===== config.mk =====
export PLATFORM = sky130hd
export DESIGN_NAME = router_pkt_tx
export DESIGN_NICKNAME = d
export VERILOG_FILES = /design/src/rtl/router_pkg.sv /design/src/rtl/router_tx_buf.sv /design/src/rtl/router_pkt_tx.sv
export SDC_FILE = /design/constraint.sdc
export NUM_CORES = 1
export LEC_CHECK = 0
export ABC_CLOCK_PERIOD_IN_PS = 3850
export BUFFER_PORTS_ARGS = -buffer_cell sky130_fd_sc_hd__buf_2
export CAP_MARGIN = 20
export CORE_MARGIN = 2
export CORE_UTILIZATION = 45
export DETAILED_ROUTE_END_ITERATION = 8
export SLEW_MARGIN = 40
export SYNTH_ARGS = -nofsm -noshare
export SYNTH_HDL_FRONTEND = slang
export SYNTH_SLANG_ARGS = --single-unit

===== constraint.sdc =====
create_clock -name clk -period 3.85 [get_ports clk]
set_input_delay 0.77 -clock clk [delete_from_list [all_inputs] [get_ports clk]]
set_output_delay 0.77 -clock clk [all_outputs]
set_load 0.02 [all_outputs]

===== src/rtl/router_pkg.sv =====
// Shared types and constants for the router packet transmitter.
package router_pkg;

  localparam int MAX_LEN   = 63;
  localparam int ADDR_W    = 2;
  localparam int LEN_W     = 6;
  localparam int LEN_LSB   = 2;
  localparam int BUF_DEPTH = 64;
  localparam int PTR_W     = 6;

  localparam logic [ADDR_W-1:0] ADDR_INVALID = 2'b11;

  typedef enum logic [2:0] {
    ST_IDLE,
    ST_LOAD,
    ST_HEADER,
    ST_PAYLOAD,
    ST_PARITY,
    ST_CHECK
  } tx_state_e;

  // Header byte: payload length in the upper bits, destination port in the lower bits.
  function automatic logic [7:0] make_header(input logic [LEN_W-1:0]  len,
                                             input logic [ADDR_W-1:0] addr);
    logic [7:0] h;
    h = '0;
    h[LEN_LSB +: LEN_W] = len;
    h[ADDR_W-1:0]       = addr;
    return h;
  endfunction

endpackage


===== src/rtl/router_tx_buf.sv =====
// Payload buffer: 64x8, one write port, one registered read port.
// rd_data_o always holds the byte at the current read pointer, so the next
// byte is ready the moment the current one transfers.
module router_tx_buf
  import router_pkg::*;
(
  input  logic             clk,
  input  logic             reset,
  input  logic             clr_i,
  input  logic             we_i,
  input  logic [7:0]       wr_data_i,
  input  logic             re_i,
  output logic [7:0]       rd_data_o,
  output logic [PTR_W-1:0] wr_ptr_o
);

  logic [7:0]       mem [0:BUF_DEPTH-1];
  logic [PTR_W-1:0] wr_ptr_q, wr_ptr_d;
  logic [PTR_W-1:0] rd_ptr_q, rd_ptr_d;
  logic [7:0]       rd_data_q;

  // Pointer next-state: clear wins, otherwise advance on each access.
  always_comb begin
    wr_ptr_d = wr_ptr_q;
    rd_ptr_d = rd_ptr_q;
    if (clr_i) begin
      wr_ptr_d = '0;
      rd_ptr_d = '0;
    end else begin
      if (we_i) wr_ptr_d = wr_ptr_q + PTR_W'(1);
      if (re_i) rd_ptr_d = rd_ptr_q + PTR_W'(1);
    end
  end

  // Storage array write; contents need no reset since pointers gate use.
  always_ff @(posedge clk) begin
    if (we_i) mem[wr_ptr_q] <= wr_data_i;
  end

  // Pointers and registered read; a same-cycle write to the read slot is forwarded.
  always_ff @(posedge clk or negedge reset) begin
    if (!reset) begin
      wr_ptr_q  <= '0;
      rd_ptr_q  <= '0;
      rd_data_q <= '0;
    end else begin
      wr_ptr_q  <= wr_ptr_d;
      rd_ptr_q  <= rd_ptr_d;
      rd_data_q <= (we_i && (wr_ptr_q == rd_ptr_d)) ? wr_data_i : mem[rd_ptr_d];
    end
  end

  assign rd_data_o = rd_data_q;
  assign wr_ptr_o  = wr_ptr_q;

endmodule


===== src/rtl/router_pkt_tx.sv =====
// Packet transmitter feeding the 1x3 router input: buffers a payload, then
// sends header, payload and parity under busy back-pressure and reports the
// router's parity verdict.
// Handshake: a request/payload byte is taken on a rising edge where both
// valid and ready are high; an output byte is taken by the router on a rising
// edge where busy is low, and data_out/pkt_valid hold while busy is high.
module router_pkt_tx
  import router_pkg::*;
#(
  parameter int BUSY_TIMEOUT = 32
) (
  input  logic              clk,
  input  logic              reset,
  input  logic              req_valid,
  output logic              req_ready,
  input  logic [ADDR_W-1:0] req_addr,
  input  logic [LEN_W-1:0]  req_len,
  input  logic              pld_valid,
  output logic              pld_ready,
  input  logic [7:0]        pld_data,
  input  logic              busy,
  input  logic              error,
  output logic [7:0]        data_out,
  output logic              pkt_valid,
  output logic              done,
  output logic              err_flag,
  output logic              reject,
  output logic              timeout,
  output logic [2:0]        dbg_state
);

  localparam int CNT_W = $clog2(BUSY_TIMEOUT + 1);

  tx_state_e         state_q, state_d;
  logic [ADDR_W-1:0] addr_q, addr_d;
  logic [LEN_W-1:0]  len_q, len_d;
  logic [PTR_W-1:0]  idx_q, idx_d;
  logic [7:0]        parity_q, parity_d;
  logic [CNT_W-1:0]  busy_cnt_q, busy_cnt_d;
  logic [1:0]        chk_q, chk_d;
  logic [7:0]        data_out_q, data_out_d;
  logic              pkt_valid_q, pkt_valid_d;
  logic              done_q, done_d;
  logic              err_flag_q, err_flag_d;
  logic              reject_q, reject_d;
  logic              timeout_q, timeout_d;

  logic              buf_clr, buf_we, buf_re;
  logic [7:0]        buf_rd_data;
  logic [PTR_W-1:0]  buf_wr_ptr;
  logic              sending;

  router_tx_buf u_buf (
    .clk       (clk),
    .reset     (reset),
    .clr_i     (buf_clr),
    .we_i      (buf_we),
    .wr_data_i (pld_data),
    .re_i      (buf_re),
    .rd_data_o (buf_rd_data),
    .wr_ptr_o  (buf_wr_ptr)
  );

  assign sending = (state_q == ST_HEADER) || (state_q == ST_PAYLOAD) ||
                   (state_q == ST_PARITY);

  // Next-state and output-register logic for the transmit FSM.
  always_comb begin
    state_d     = state_q;
    addr_d      = addr_q;
    len_d       = len_q;
    idx_d       = idx_q;
    parity_d    = parity_q;
    busy_cnt_d  = '0;
    chk_d       = chk_q;
    data_out_d  = data_out_q;
    pkt_valid_d = pkt_valid_q;
    done_d      = 1'b0;
    err_flag_d  = err_flag_q;
    reject_d    = 1'b0;
    timeout_d   = 1'b0;
    buf_clr     = 1'b0;
    buf_we      = 1'b0;
    buf_re      = 1'b0;

    if (sending && busy) busy_cnt_d = busy_cnt_q + CNT_W'(1);

    case (state_q)
      ST_IDLE: begin
        if (req_valid) begin
          if ((req_addr == ADDR_INVALID) || (req_len == '0)) begin
            reject_d = 1'b1;
          end else begin
            addr_d   = req_addr;
            len_d    = req_len;
            buf_clr  = 1'b1;
            parity_d = make_header(req_len, req_addr);
            state_d  = ST_LOAD;
          end
        end
      end
      ST_LOAD: begin
        if (pld_valid) begin
          buf_we   = 1'b1;
          parity_d = parity_q ^ pld_data;
          if (buf_wr_ptr == len_q - LEN_W'(1)) begin
            data_out_d  = make_header(len_q, addr_q);
            pkt_valid_d = 1'b1;
            state_d     = ST_HEADER;
          end
        end
      end
      ST_HEADER: begin
        if (!busy) begin
          buf_re     = 1'b1;
          data_out_d = buf_rd_data;
          idx_d      = '0;
          state_d    = ST_PAYLOAD;
        end
      end
      ST_PAYLOAD: begin
        if (!busy) begin
          if (idx_q == len_q - LEN_W'(1)) begin
            data_out_d  = parity_q;
            pkt_valid_d = 1'b0;
            state_d     = ST_PARITY;
          end else begin
            buf_re     = 1'b1;
            data_out_d = buf_rd_data;
            idx_d      = idx_q + PTR_W'(1);
          end
        end
      end
      ST_PARITY: begin
        if (!busy) begin
          data_out_d = '0;
          chk_d      = '0;
          state_d    = ST_CHECK;
        end
      end
      ST_CHECK: begin
        chk_d = chk_q + 2'd1;
        if (chk_q == 2'd1) begin
          done_d     = 1'b1;
          err_flag_d = error;
        end
        if (chk_q == 2'd2) state_d = ST_IDLE;
      end
      default: state_d = ST_IDLE;
    endcase

    // Router stuck busy too long: drop the packet and return to idle.
    if (sending && busy && (busy_cnt_q == CNT_W'(BUSY_TIMEOUT - 1))) begin
      state_d     = ST_IDLE;
      data_out_d  = '0;
      pkt_valid_d = 1'b0;
      timeout_d   = 1'b1;
      busy_cnt_d  = '0;
      buf_clr     = 1'b1;
      buf_re      = 1'b0;
    end
  end

  // State and output registers.
  always_ff @(posedge clk or negedge reset) begin
    if (!reset) begin
      state_q     <= ST_IDLE;
      addr_q      <= '0;
      len_q       <= '0;
      idx_q       <= '0;
      parity_q    <= '0;
      busy_cnt_q  <= '0;
      chk_q       <= '0;
      data_out_q  <= '0;
      pkt_valid_q <= 1'b0;
      done_q      <= 1'b0;
      err_flag_q  <= 1'b0;
      reject_q    <= 1'b0;
      timeout_q   <= 1'b0;
    end else begin
      state_q     <= state_d;
      addr_q      <= addr_d;
      len_q       <= len_d;
      idx_q       <= idx_d;
      parity_q    <= parity_d;
      busy_cnt_q  <= busy_cnt_d;
      chk_q       <= chk_d;
      data_out_q  <= data_out_d;
      pkt_valid_q <= pkt_valid_d;
      done_q      <= done_d;
      err_flag_q  <= err_flag_d;
      reject_q    <= reject_d;
      timeout_q   <= timeout_d;
    end
  end

  assign req_ready = (state_q == ST_IDLE);
  assign pld_ready = (state_q == ST_LOAD);
  assign data_out  = data_out_q;
  assign pkt_valid = pkt_valid_q;
  assign done      = done_q;
  assign err_flag  = err_flag_q;
  assign reject    = reject_q;
  assign timeout   = timeout_q;
  assign dbg_state = state_q;

endmodule


Word-level counts from Yosys, hierarchy flattened. Memory sizes are Yosys's and may differ from the RTL's. A register that Yosys moved wholly into a read port is not among the register bits. Index checks and enable logic that the tools add are counted.

Flip-flop bits (word level): 58. Bits in latches: 0. Bits in writable memories: 512. Memory bits (read-only): 0. Input bits: 22. Word-level logic and storage cells: 133. Memories: 1.

Memory list: u_buf.mem (words 64, bits a word 8, rd ports 1, clocked after Yosys merged registers in 1, write ports 1, RTL line router_tx_buf.sv:17) `logic [7:0] mem [0:BUF_DEPTH-1];`.

$add $sub $neg: 6. Multipliers: 0. Divide/modulo/power cells: 0. Order comparisons: 0. Eq/ne operators: 27. Shifts and indexed selects: 0. Muxes and demuxes: 60. Bitwise logic cells: 2. Reduce and logical (&&, ||, !) cells: 22.

Operators by type and width (number): 8-bit 2-to-1 mux (10); 6-bit 2-to-1 mux (9); 8-bit case mux with 4 select lines (1); 3-bit 2-to-1 mux (10); 6-bit by 1-bit adder with 6-bit output (second input constant) (4); 1-bit 2-to-1 mux (23); 3-bit by 2-bit != test with 1-bit output (second input constant) (6); 3-bit case mux with 6 select lines (1); 8-bit case mux with 2 select lines (1); 2-bit != test (second input constant) (7); 6-bit equality test (2); 6-bit case mux with 2 select lines (1); 9-bit AND reduction (1); 4-bit AND reduction (2); 2-bit nonzero test (4); 8-bit bitwise XOR (1); 3-bit by 2-bit equality test with 1-bit output (second input constant) (2); 3-bit equality test (second input constant) (2); 6-bit by 5-bit equality test with 1-bit output (second input constant) (1); 6-bit zero test (1); 3-bit by 1-bit != test with 1-bit output (second input constant) (2); 6-bit AND reduction (1); 6-bit by 1-bit subtractor with 6-bit output (second input constant) (1); 5-bit AND reduction (1); 17 further kinds (23).

Depth between registers and ports, before layout. Gate-level depths: netlist of the first run.

Word-level depth: 8. Gate-level depth with buffers: 18. Mapped depth without buffers: 14.

By module. Synthesis of the first run repeated with hierarchy kept, for this count alone.

Cell total of the unflattened synthesis: 1666. Area, all modules: 24265.8 µm².

Modules (own cells, without submodules): router_tx_buf (instances 1, cells an instance 1371, area an instance 21406.8 µm²); router_pkt_tx (instances 1, cells an instance 295, area an instance 2859.0 µm²).

Worst setup path after synthesis of the first run. Ideal clock, no wire load.

Path kind: input to register. Start point: input port req_len[2]. End point: register u_buf.rd_data_q[4] (netlist: u_buf.rd_data_o[4]), read port of u_buf.mem. Data arrival time: 3.233 ns. Data required time: 3.719 ns. Setup slack: 0.485 ns. Stages on the path: 12. Path through: nor4_1 a211oi_2 nor2_1 nand2_1 mux2_2 nor2_1 buf_2 buf_2 a32oi_1 a31oi_1 a32o_1 o32ai_1.

Word-level cells in the longest chain between the ends: 7.

RTL lines: start, declared (RTL line router_pkt_tx.sv:17) `input logic [LEN_W-1:0] req_len,`; 6-bit zero test (RTL line router_pkt_tx.sv:91) `if ((req_addr == ADDR_INVALID) || (req_len == '0)) begin`; 1-bit logical OR (RTL line router_pkt_tx.sv:91); 1-bit 2-to-1 mux (RTL line router_pkt_tx.sv:91); 1-bit 2-to-1 mux (RTL line router_pkt_tx.sv:90) `if (req_valid) begin`; 1-bit 2-to-1 mux (RTL line router_pkt_tx.sv:88) `case (state_q)`; 1-bit 2-to-1 mux (RTL line router_pkt_tx.sv:153) `if (sending && busy && (busy_cnt_q == CNT_W'(BUSY_TIMEOUT - 1))) begin`; 6-bit 2-to-1 mux (RTL line router_tx_buf.sv:26) `if (clr_i) begin`; end, declared (RTL line router_tx_buf.sv:20) `logic [7:0] rd_data_q;`.

Every way passes these cells. A chain may end at the register's enable or synchronous reset.

Final worst setup path of the first run.
Start point: register len_q[2]. End point: register u_buf.rd_data_q[3] (netlist: u_buf.rd_data_o[3]), read port of u_buf.mem.

Word-level cells in the longest chain between the ends: 8.

RTL lines: start, declared (RTL line router_pkt_tx.sv:36) `logic [LEN_W-1:0] len_q, len_d;`; start signal, assigned (RTL line router_pkt_tx.sv:183) `len_q <= len_d;`; 6-bit by 1-bit subtractor with 6-bit output (RTL line router_pkt_tx.sv:123) `if (idx_q == len_q - LEN_W'(1)) begin`; 6-bit equality test (RTL line router_pkt_tx.sv:123); 1-bit 2-to-1 mux (RTL line router_pkt_tx.sv:123); 1-bit 2-to-1 mux (RTL line router_pkt_tx.sv:122) `if (!busy) begin`; 1-bit case mux with 2 select lines (RTL line router_pkt_tx.sv:88); 1-bit 2-to-1 mux (RTL line router_pkt_tx.sv:153); 6-bit 2-to-1 mux (RTL line router_tx_buf.sv:31) `if (re_i) rd_ptr_d = rd_ptr_q + PTR_W'(1);`; 6-bit 2-to-1 mux (RTL line router_tx_buf.sv:26).

Every way passes these cells.

==> flow_summary.ini, run 1 <==
[outcome]
status = completed

[logic_synthesis]
synth_xor_xnor_area_share_pct = 1.36
synth_cell_types = 75
synth_top_family_by_area = simple AND/OR/NAND/NOR gates
synth.area.top_cells = edfxtp_1 (63%), dfrtp_1 (6.8%), nand2_1 (5.2%)
synth_area_leader_cell = edfxtp_1
yosysWarnings = 0
synth_cells = 1873
muxShareOfSynthArea_pct = 3.09
ys_seq_area_share_pct = 70.1
synth_top_flop_cell = edfxtp_1
syn-num-nets = 1902
synth-compound-area-share_pct = 9.34
synth_top_cell_area_share_pct = 63.3
synth_simple_gate_area_share_pct = 13.3
synth_edf_count = 512
synth_area_mm2 = 0.0243
synth_fa_ha_area_share_pct = 0.360
synthArstFlopShare_pct = 11.4
synth-seq-cells = 578
synth_area_per_cell_um2 = 13.0

[timing]
skew_ps = 31.4
worst_slack_ps = 104
fin_crit_ps = 3750
worst_slew_pin_slew_ps = 804
rsz0062_at_grt = yes
slew_headroom_pct = 46.2
hold_violations = 0
worst_hold_slack_ps = 162
fmax_ghz = 0.267
fin_crit_sh_pct = 97.3
setup_viol = 0
finalSetupTns_ps = 0
slew_viol_final = 0

[grt]
grt_start_max_net_pins = 68
grt_pass1_vias = 15700
gr-usage-all-layers_pct = 24.4
grt_pass1_wl_um = 102000
antenna_found_initial = 0
grt_remaining_overflow = 0

[place]
port-buffer-count = 39
place_inst = 2655
dp_hpwl_um = 44500
globalplace.congestion = 0.873
dp_slack_ps = -128

[worst_setup_path]
rrSetupSlack_ps = 100
path_delay_family = compound AO/OA/AOI/OAI gates
reg2reg_from = len_q[2]
endpoint = u_buf.rd_data_o[3]
rr_endpoint = u_buf.rd_data_o[3]
path_buf_inv = 1
worstPathMaxFanout = 20
cp_data_arrival_time_ps = 4230
crit_top_cell = nand3_1
startpoint = len_q[2]
path_depth = 11
path_class = reg -> reg
worst_setup_path_start_kind = flip-flop
cp_slowest_cell = or4_4
crit_path_end_kind = flip-flop
r2r_cells = 11
cp_slowest_stage_delay_ps = 600
path_cells = or4_4, a211oi_4, nor3_2, a21oi_1, o21ai_1, buf_12, a221oi_1, nand3_1, nand3_1, and3_1, o32ai_1
worstPathRequired_ps = 4340

[drt]
vias = 16400
drtIter0Drc = 1843
wl_per_cell_um = 24.5
wl_um = 68000
ant_nets = 0
drc = 0
drt-pass1-iter-count = 6
viasPerCell = 5.92

[power_and_ir_drop]
p_leak_nw = 10.1
pwr_density_cell_mw_per_mm2 = 716
ir_drop_uv = 376

[floorplanning]
dieHeight_um = 236
design.die.area_mm2 = 0.0559
coreArea_mm2 = 0.0536
std_cell_rows = 85
start_util_pct = 45.3
fp.dieW_um = 236
pin_count = 40

[layout]
syn2layout_area_growth_pct = 17.4
fill_cells = 4541
layout_common_cells = edfxtp_1 (512), nand2_1 (338), nand3_1 (148), buf_4 (143), nor2_1 (121)
nets = 2056
final_common_cell = edfxtp_1
diodes = 0
fin_cells = 2771
layout-drive-gt1-share_pct = 17.4

[cts]
cts_buffer_depth = 3
cts_buffers = 59
clkSinkCount = 578
clkLatencyLatePin_ps = 650
h-tree-depth = 2
cts-root-buf = clkbuf_16
holdBufCountCts = 0
path_clk_slew_ps = 60
cts_tree = built

[flow_run]
cap_violations = 0

[hold_path]
min_path_type = in -> async
final cells by class:
cell class | instances | area (um^2) | area share (%)
Sequential cell | 578 | 17000 | 59.7
Multi-Input combinational cell | 1161 | 6940 | 24.3
Timing Repair Buffer | 207 | 1800 | 6.32
Clock buffer | 77 | 1560 | 5.48
Tap cell | 696 | 871 | 3.05
Clock inverter | 32 | 236 | 0.829
Inverter | 20 | 80.1 | 0.281
metrics by stage:
step	util (%)	instance area, um^2	power [mW]
2_1_floorplan	-	24300	11.8
3_3_place_gp	49.2	26300	14.6
3_5_place_dp	49.2	26400	14.7
4_1_cts	52.7	28200	20.2
5_1_grt	53.2	28500	21.4
6_report	53.2	28500	20.4
metal layers:
metal	track usage [%]	vias up	share of wire, %
li1	-	7365	-
met1	34.7	8296	43
met2	38.8	649	47
met3	4.08	107	7.7
met4	6.66	0	2.3
met5	0	-	0
kinds of logic after synthesis:
family / after synthesis
and+or+nand+nor: 724
xor gates and xnor gates: 36
adders and majority gates: 7
muxes: 73
DFF: 578
buffers and inverters: 134
AOI/OAI and AO/OA: 321
worst min-delay path by stage:
stage	start	endpoint	slack, ps
2_1_floorplan	busy_cnt_q[0]	busy_cnt_q[0]	430
3_3_place_gp	busy_cnt_q[0]	busy_cnt_q[0]	450
3_5_place_dp	busy_cnt_q[0]	busy_cnt_q[0]	460
4_1_cts	reset	dbg_state[1]	150
5_1_grt	reset	dbg_state[1]	190
6_report	reset	pkt_valid	160
report_power, final:
part / switching [mW] / internal (mW) / total (mW)
Combinational: 4.80 / 2.83 / 7.63
Clock: 2.39 / 2.99 / 5.38
Sequential: 0.303 / 7.10 / 7.41
repair_timing:
item | 4_1_cts | 5_1_grt
buffers inserted | 2 | 3
pin swaps | 2 | 9
endpoints found under the setup margin | 5 | 8
resized for setup | 7 | 51
gates cloned | 1 | 1
Yosys cell counts, types with 4 or more instances:
| master | number |
|---|---|
| a2111oi_0 | 15 |
| a211o_1 | 15 |
| a211oi_1 | 6 |
| a21boi_0 | 12 |
| a21o_1 | 4 |
| a21oi_1 | 63 |
| a221oi_1 | 31 |
| a22oi_1 | 6 |
| a311oi_1 | 13 |
| a31oi_1 | 47 |
| a32o_1 | 7 |
| a32oi_1 | 10 |
| and2_1 | 12 |
| and3_1 | 28 |
| buf_1 | 10 |
| buf_2 | 42 |
| buf_4 | 4 |
| buf_6 | 4 |
| clkbuf_1 | 54 |
| dfrtp_1 | 66 |
| edfxtp_1 | 512 |
| ha_1 | 7 |
| inv_1 | 16 |
| inv_2 | 4 |
| mux2_2 | 13 |
| mux2i_1 | 59 |
| nand2_1 | 339 |
| nand2b_1 | 14 |
| nand3_1 | 148 |
| nand4_1 | 10 |
| nor2_1 | 126 |
| nor3_1 | 9 |
| nor4b_1 | 6 |
| o2111ai_1 | 10 |
| o211ai_1 | 5 |
| o21ai_0 | 44 |
| o22ai_1 | 4 |
| o31ai_1 | 4 |
| o32ai_1 | 6 |
| or3_1 | 5 |
| xnor2_1 | 19 |
| xor2_1 | 16 |
sequential cells by signal (all words and copies together), names as in the netlist, 2 cells and up:
name,cells
parity_q,8
dbg_state,3
u_buf.rd_data_o,8
addr_q,2
chk_q,2
idx_q,6
u_buf.rd_ptr_q,6
len_q,6
data_out,8
u_buf.wr_ptr_o,6
u_buf.mem,512
busy_cnt_q,6
(Power assumes the default switching activity.)
==> run 2, diff against run 1 <==
--- a/config.mk
+++ b/config.mk
@@ -9,7 +9,7 @@
 export BUFFER_PORTS_ARGS = -buffer_cell sky130_fd_sc_hd__buf_2
 export CAP_MARGIN = 20
 export CORE_MARGIN = 2
-export CORE_UTILIZATION = 45
+export CORE_UTILIZATION = 35
 export DETAILED_ROUTE_END_ITERATION = 8
 export SLEW_MARGIN = 40
 export SYNTH_ARGS = -nofsm -noshare
==> run 2 against run 1 <==
Net effect: power increased by 1.6%; wire length increased by 5.2%; sequential share of layout area decreased by 1.2 points; fmax decreased by 0.69%; hold slack got worse by 66 ps; first-iteration DRC count increased by 21%; count of clock-buffer cells in the layout increased by 9.
==> flow_summary.ini, run 2 (synthesis gave the netlist of run 1 again) <==
[floorplanning]
pin_count = 40
design.die.area_mm2 = 0.0716
std_cell_rows = 96
dieHeight_um = 268
start_util_pct = 35.4
coreArea_mm2 = 0.0687
fp.dieW_um = 268

[grt]
grt_remaining_overflow = 0
grt_pass1_vias = 15900
antenna_found_initial = 2
grt_start_max_net_pins = 55
gr-usage-all-layers_pct = 19.8
grt_pass1_wl_um = 105000

[drt]
drt-pass1-iter-count = 6
wl_met2_um = 32300
dr.max_layer_used = met5
drtIter0Drc = 2227
vias = 16600
wl_um = 71500
viasPerCell = 5.50
drc = 0
wl_met3_um = 6350
wl_per_cell_um = 23.7
ant_nets = 0
met1_length_um = 30500

[timing]
hold_violations = 0
finalSetupTns_ps = 0
fin_crit_sh_pct = 98.0
skew_ps = 34.4
fin_crit_ps = 3770
slew_headroom_pct = 41.6
fmax_ghz = 0.265
worst_slew_pin_slew_ps = 876
slew_viol_final = 0
setup_viol = 0

[worst_setup_path]
path_class = reg -> reg
rrSetupSlack_ps = 80
worstPathRequired_ps = 4350
worstPathMaxFanout = 8
endpoint = u_buf.rd_data_o[2]
reg2reg_from = len_q[2]
cp_data_arrival_time_ps = 4270
crit_path_end_kind = flip-flop
rr_endpoint = u_buf.rd_data_o[2]
worst_setup_path_start_kind = flip-flop
startpoint = len_q[2]
r2r_cells = 12

[place]
dp_hpwl_um = 47900
port-buffer-count = 39
globalplace.congestion = 0.917

[cts]
cts-root-buf = clkbuf_16
cts_tree = built
cts_buffers = 60
path_clk_slew_ps = 60
cts_buffer_depth = 3
holdBufCountCts = 0
clkSinkCount = 578
clkLatencyLatePin_ps = 650
h-tree-depth = 2

[layout]
layout_common_cells = edfxtp_1 (512), nand2_1 (338), buf_4 (151), nand3_1 (148), nor2_1 (114)
fill_cells = 6291
final_util_pct = 42.3
final_common_cell = edfxtp_1
nets = 2063
diodes = 0
layout-drive-gt1-share_pct = 18.5
largest_register_ffs = 512
syn2layout_area_growth_pct = 19.7
regMostFlops = u_buf.mem

[power_and_ir_drop]
ir_drop_uv = 455
pwr_density_cell_mw_per_mm2 = 713
p_leak_nw = 10.2

[hold_path]
min_path_type = in -> async

[outcome]
status = completed

[flow_run]
cap_violations = 0
[run 2: final cells by class]
cell class / count / area, um^2 / area share, %
Clock inverter: 23 / 219 / 0.753
Clock buffer: 86 / 1700 / 5.84
Multi-Input combinational cell: 1161 / 7070 / 24.3
Timing Repair Buffer: 213 / 1830 / 6.30
Inverter: 20 / 77.6 / 0.267
Tap cell: 931 / 1160 / 4.00
Sequential cell: 578 / 17000 / 58.5
[run 2: worst min path at each step]
stage,startpoint,endpoint,slack (ps),cells past startpoint
2_1_floorplan,busy_cnt_q[0],busy_cnt_q[0],430,1
3_3_place_gp,busy_cnt_q[0],busy_cnt_q[0],450,1
5_1_grt,reset,busy_cnt_q[1],110,1
6_report,reset,busy_cnt_q[2],100,1
4_1_cts,reset,u_buf.rd_data_o[2],100,1
3_5_place_dp,busy_cnt_q[0],busy_cnt_q[0],460,1
[run 2: report_power, final]
part,total (mW),internal (mW),switching [mW],leakage (nW)
sequential,7.45,7.10,0.346,5.43
clock,5.66,3.26,2.40,0.944
combinational,7.64,2.83,4.81,3.86
[run 2: repair_timing]
item / 4_1_cts / 5_1_grt
cloned: 0 / 1
pin swaps: 5 / 13
endpoints found under the setup margin: 7 / 8
gates resized for setup: 17 / 45
setup buffers: 0 / 6
[run 2: metal layers]
metal / track usage [%] / vias to the layer above
li1: - / 7371
met3: 3.86 / 131
met4: 6.99 / 4
met2: 30.3 / 869
met5: 0 / -
met1: 28.1 / 8205
[run 2: critical path, stage by stage, from the launching register on]
cell and delay, ps:
dfrtp_1 470, or4_4 600, a211o_1 290, nand3_2 90, o211ai_1 140, mux2_4 400
clkbuf_16 190, a2111oi_0 370, buf_4 200, a211o_1 160, a21oi_1 120, nor4b_4 440
o32ai_1 150
[run 2: through the flow]
step                      worst slack [ps]  total power, mW  std cells  area, um^2  hold WS, ps
after detailed placement              -245             14.8       2896       26700          459
after floorplan                        485             11.8       1873       24300          429
after CTS                           -0.246             20.5       3005       28800         95.2
after global routing                 -5.82             21.6       3012       29100          113
after global placement                -605             14.7       2896       26700          447
final                                 78.4             20.8       3012       29100         96.4
==> run 3, diff against run 2 <==
--- a/config.mk
+++ b/config.mk
@@ -8,9 +8,13 @@
 export ABC_CLOCK_PERIOD_IN_PS = 3850
 export BUFFER_PORTS_ARGS = -buffer_cell sky130_fd_sc_hd__buf_2
 export CAP_MARGIN = 20
+export CELL_PAD_IN_SITES_DETAIL_PLACEMENT = 1
+export CELL_PAD_IN_SITES_GLOBAL_PLACEMENT = 1
+export CORE_ASPECT_RATIO = 2
 export CORE_MARGIN = 2
 export CORE_UTILIZATION = 35
 export DETAILED_ROUTE_END_ITERATION = 8
+export PLACE_DENSITY_LB_ADDON = 0.1
 export SLEW_MARGIN = 40
 export SYNTH_ARGS = -nofsm -noshare
 export SYNTH_HDL_FRONTEND = slang
==> run 3 against run 2 <==
Net effect: the run now ends with negative setup slack left; hold slack lost 1.0 ps; fmax shrank 2.7%; clock power shrank 3%; register-to-register slack lost 110 ps; combinational power grew 16%; wire length grew 21%; count of clock-buffer cells in the layout shrank 24; via count grew 1.1%; sequential power is essentially flat.
==> flow_summary.ini, run 3 (synthesis gave the netlist of run 1 again) <==
[timing]
worst_slew_pin_slew_ps = 801
finalSetupTns_ps = -27.2
fin_crit_sh_pct = 101
skew_ps = 23.5
rsz0062_at_grt = yes
slew_viol_final = 0
fin_crit_ps = 3880
slew_headroom_pct = 46.6
hold_violations = 0
worst_hold_slack_ps = 95.4
setup_viol = 1
fmax_ghz = 0.258
worst_slack_ps = -27.2

[cts]
clkSinkCount = 578
path_clk_slew_ps = 70
cts_buffers = 53
cts_tree = built
h-tree-depth = 2
cts-root-buf = clkbuf_16
holdBufCountCts = 0
cts_buffer_depth = 3
clkLatencyLatePin_ps = 630

[grt]
grt_pass1_vias = 18100
grt_pass1_wl_um = 125000
grt_start_max_net_pins = 45
grt_remaining_overflow = 0
antenna_found_initial = 0
gr-usage-all-layers_pct = 24.4

[worst_setup_path]
worstPathRequired_ps = 4340
path_class = reg -> reg
rrSetupSlack_ps = -30
worst_setup_path_start_kind = flip-flop
cp_data_arrival_time_ps = 4370
r2r_cells = 14
crit_path_end_kind = flip-flop
rr_endpoint = u_buf.rd_data_o[2]
worstPathMaxFanout = 12
reg2reg_from = len_q[1]

[layout]
layout_common_cells = edfxtp_1 (512), nand2_1 (339), buf_4 (247), nand3_1 (146), nor2_1 (119)
final_common_cell = edfxtp_1
largest_register_ffs = 512
diodes = 0
syn2layout_area_growth_pct = 22.5
nets = 2161
regMostFlops = u_buf.mem
layout-drive-gt1-share_pct = 23.0

[power_and_ir_drop]
pwr-share-seq_pct = 34.1
ir_drop_uv = 386
p_leak_nw = 10.7
p_sw_share_pct = 38.0
combPwrFrac_pct = 40.6
switchingPower_mw = 8.26
p_int_mw = 13.5
pwr_density_cell_mw_per_mm2 = 732
p_clk_share_pct = 25.2

[place]
dp_hpwl_um = 62800
dp_slack_ps = -443
globalplace.congestion = 0.908
port-buffer-count = 39

[drt]
viasPerCell = 5.45
vias = 16800
wl_um = 86800
drc = 0
drtIter0Drc = 1028
ant_nets = 0
drt-pass1-iter-count = 4
wl_per_cell_um = 28.2

[outcome]
status = finished, violations left
violations = negative setup slack

[floorplanning]
std_cell_rows = 136
coreArea_mm2 = 0.0687
start_util_pct = 35.4
design.die.area_mm2 = 0.0717
dieHeight_um = 377
fp.dieW_um = 190
pin_count = 40

[hold_path]
min_path_type = in -> async

[flow_run]
cap_violations = 0
[run 3: changes by cell type in the layout (fill, tap and decap cells not counted), sizes merged]
| cell | delta |
|---|---|
| buf | +105 |
| bufinv | +3 |
| clkbuf | -24 |
| clkinv | +8 |
| clkinvlp | +5 |
| inv | -1 |
[run 3: worst max path at each step]
stage | from | slack, ps | end | cells after the start
2_1_floorplan | req_len[2] | 490 | u_buf.rd_data_o[4] | 12
5_1_grt | len_q[0] | -180 | u_buf.rd_data_o[4] | 17
3_5_place_dp | len_q[0] | -440 | u_buf.rd_data_o[1] | 16
3_3_place_gp | len_q[0] | -410 | u_buf.rd_data_o[1] | 16
6_report | len_q[1] | -30 | u_buf.rd_data_o[2] | 14
4_1_cts | len_q[0] | -50 | u_buf.rd_data_o[7] | 15
[run 3: layout make-up]
cell class,count,area (um^2)
Multi-Input combinational cell,1161,7050
Fill cell,7130,39000
Clock inverter,38,404
Tap cell,897,1120
Timing Repair Buffer,318,2690
Clock buffer,62,1380
Inverter,20,82.6
Sequential cell,578,17000
[run 3: critical path, stage by stage (launching register included)]
cell and delay, ps:
dfrtp_1 390, buf_4 150, or4_4 510, a211o_1 260
and3_1 200, a21oi_1 450, buf_4 290, a21boi_0 130
a2111oi_2 340, a211o_1 200, a311oi_1 50, buf_4 160
nor4b_2 330, buf_4 200, o32ai_1 80
[run 3: metrics by stage]
stage | area, um^2 | cells | util [%] | power [mW]
after floorplan | 24300 | 1873 | - | 11.8
after global placement | 27500 | 2970 | 40.1 | 15.9
after detailed placement | 27600 | 2970 | 40.1 | 16.1
after CTS | 29500 | 3070 | 42.9 | 21.7
after global routing | 29800 | 3074 | 43.3 | 22.8
final | 29800 | 3074 | 43.3 | 21.8
[run 3: timing repair]
action                                  4_1_cts  5_1_grt
endpoints found under the setup margin        8        8
setup buffers                                 0        3
hold endpoints to repair                      0        0
pin swaps                                     4        8
gates resized for setup                      35       40
cloned                                        0        1
[run 3: per-layer routing]
layer,track usage (%),routed length (um)
met5,0,0
met4,13.8,5630
met3,2.29,2020
met2,47.6,49000
met1,24.7,30200
[run 3: power by group through the flow]
stage | Combinational, mW | Sequential [mW] | Clock, mW
after floorplan | 4.36 | 7.43 | 0
after global placement | 8.37 | 7.56 | 0
after detailed placement | 8.51 | 7.57 | 0
after CTS | 8.66 | 7.44 | 5.60
after global routing | 9.49 | 7.46 | 5.81
final | 8.85 | 7.43 | 5.49
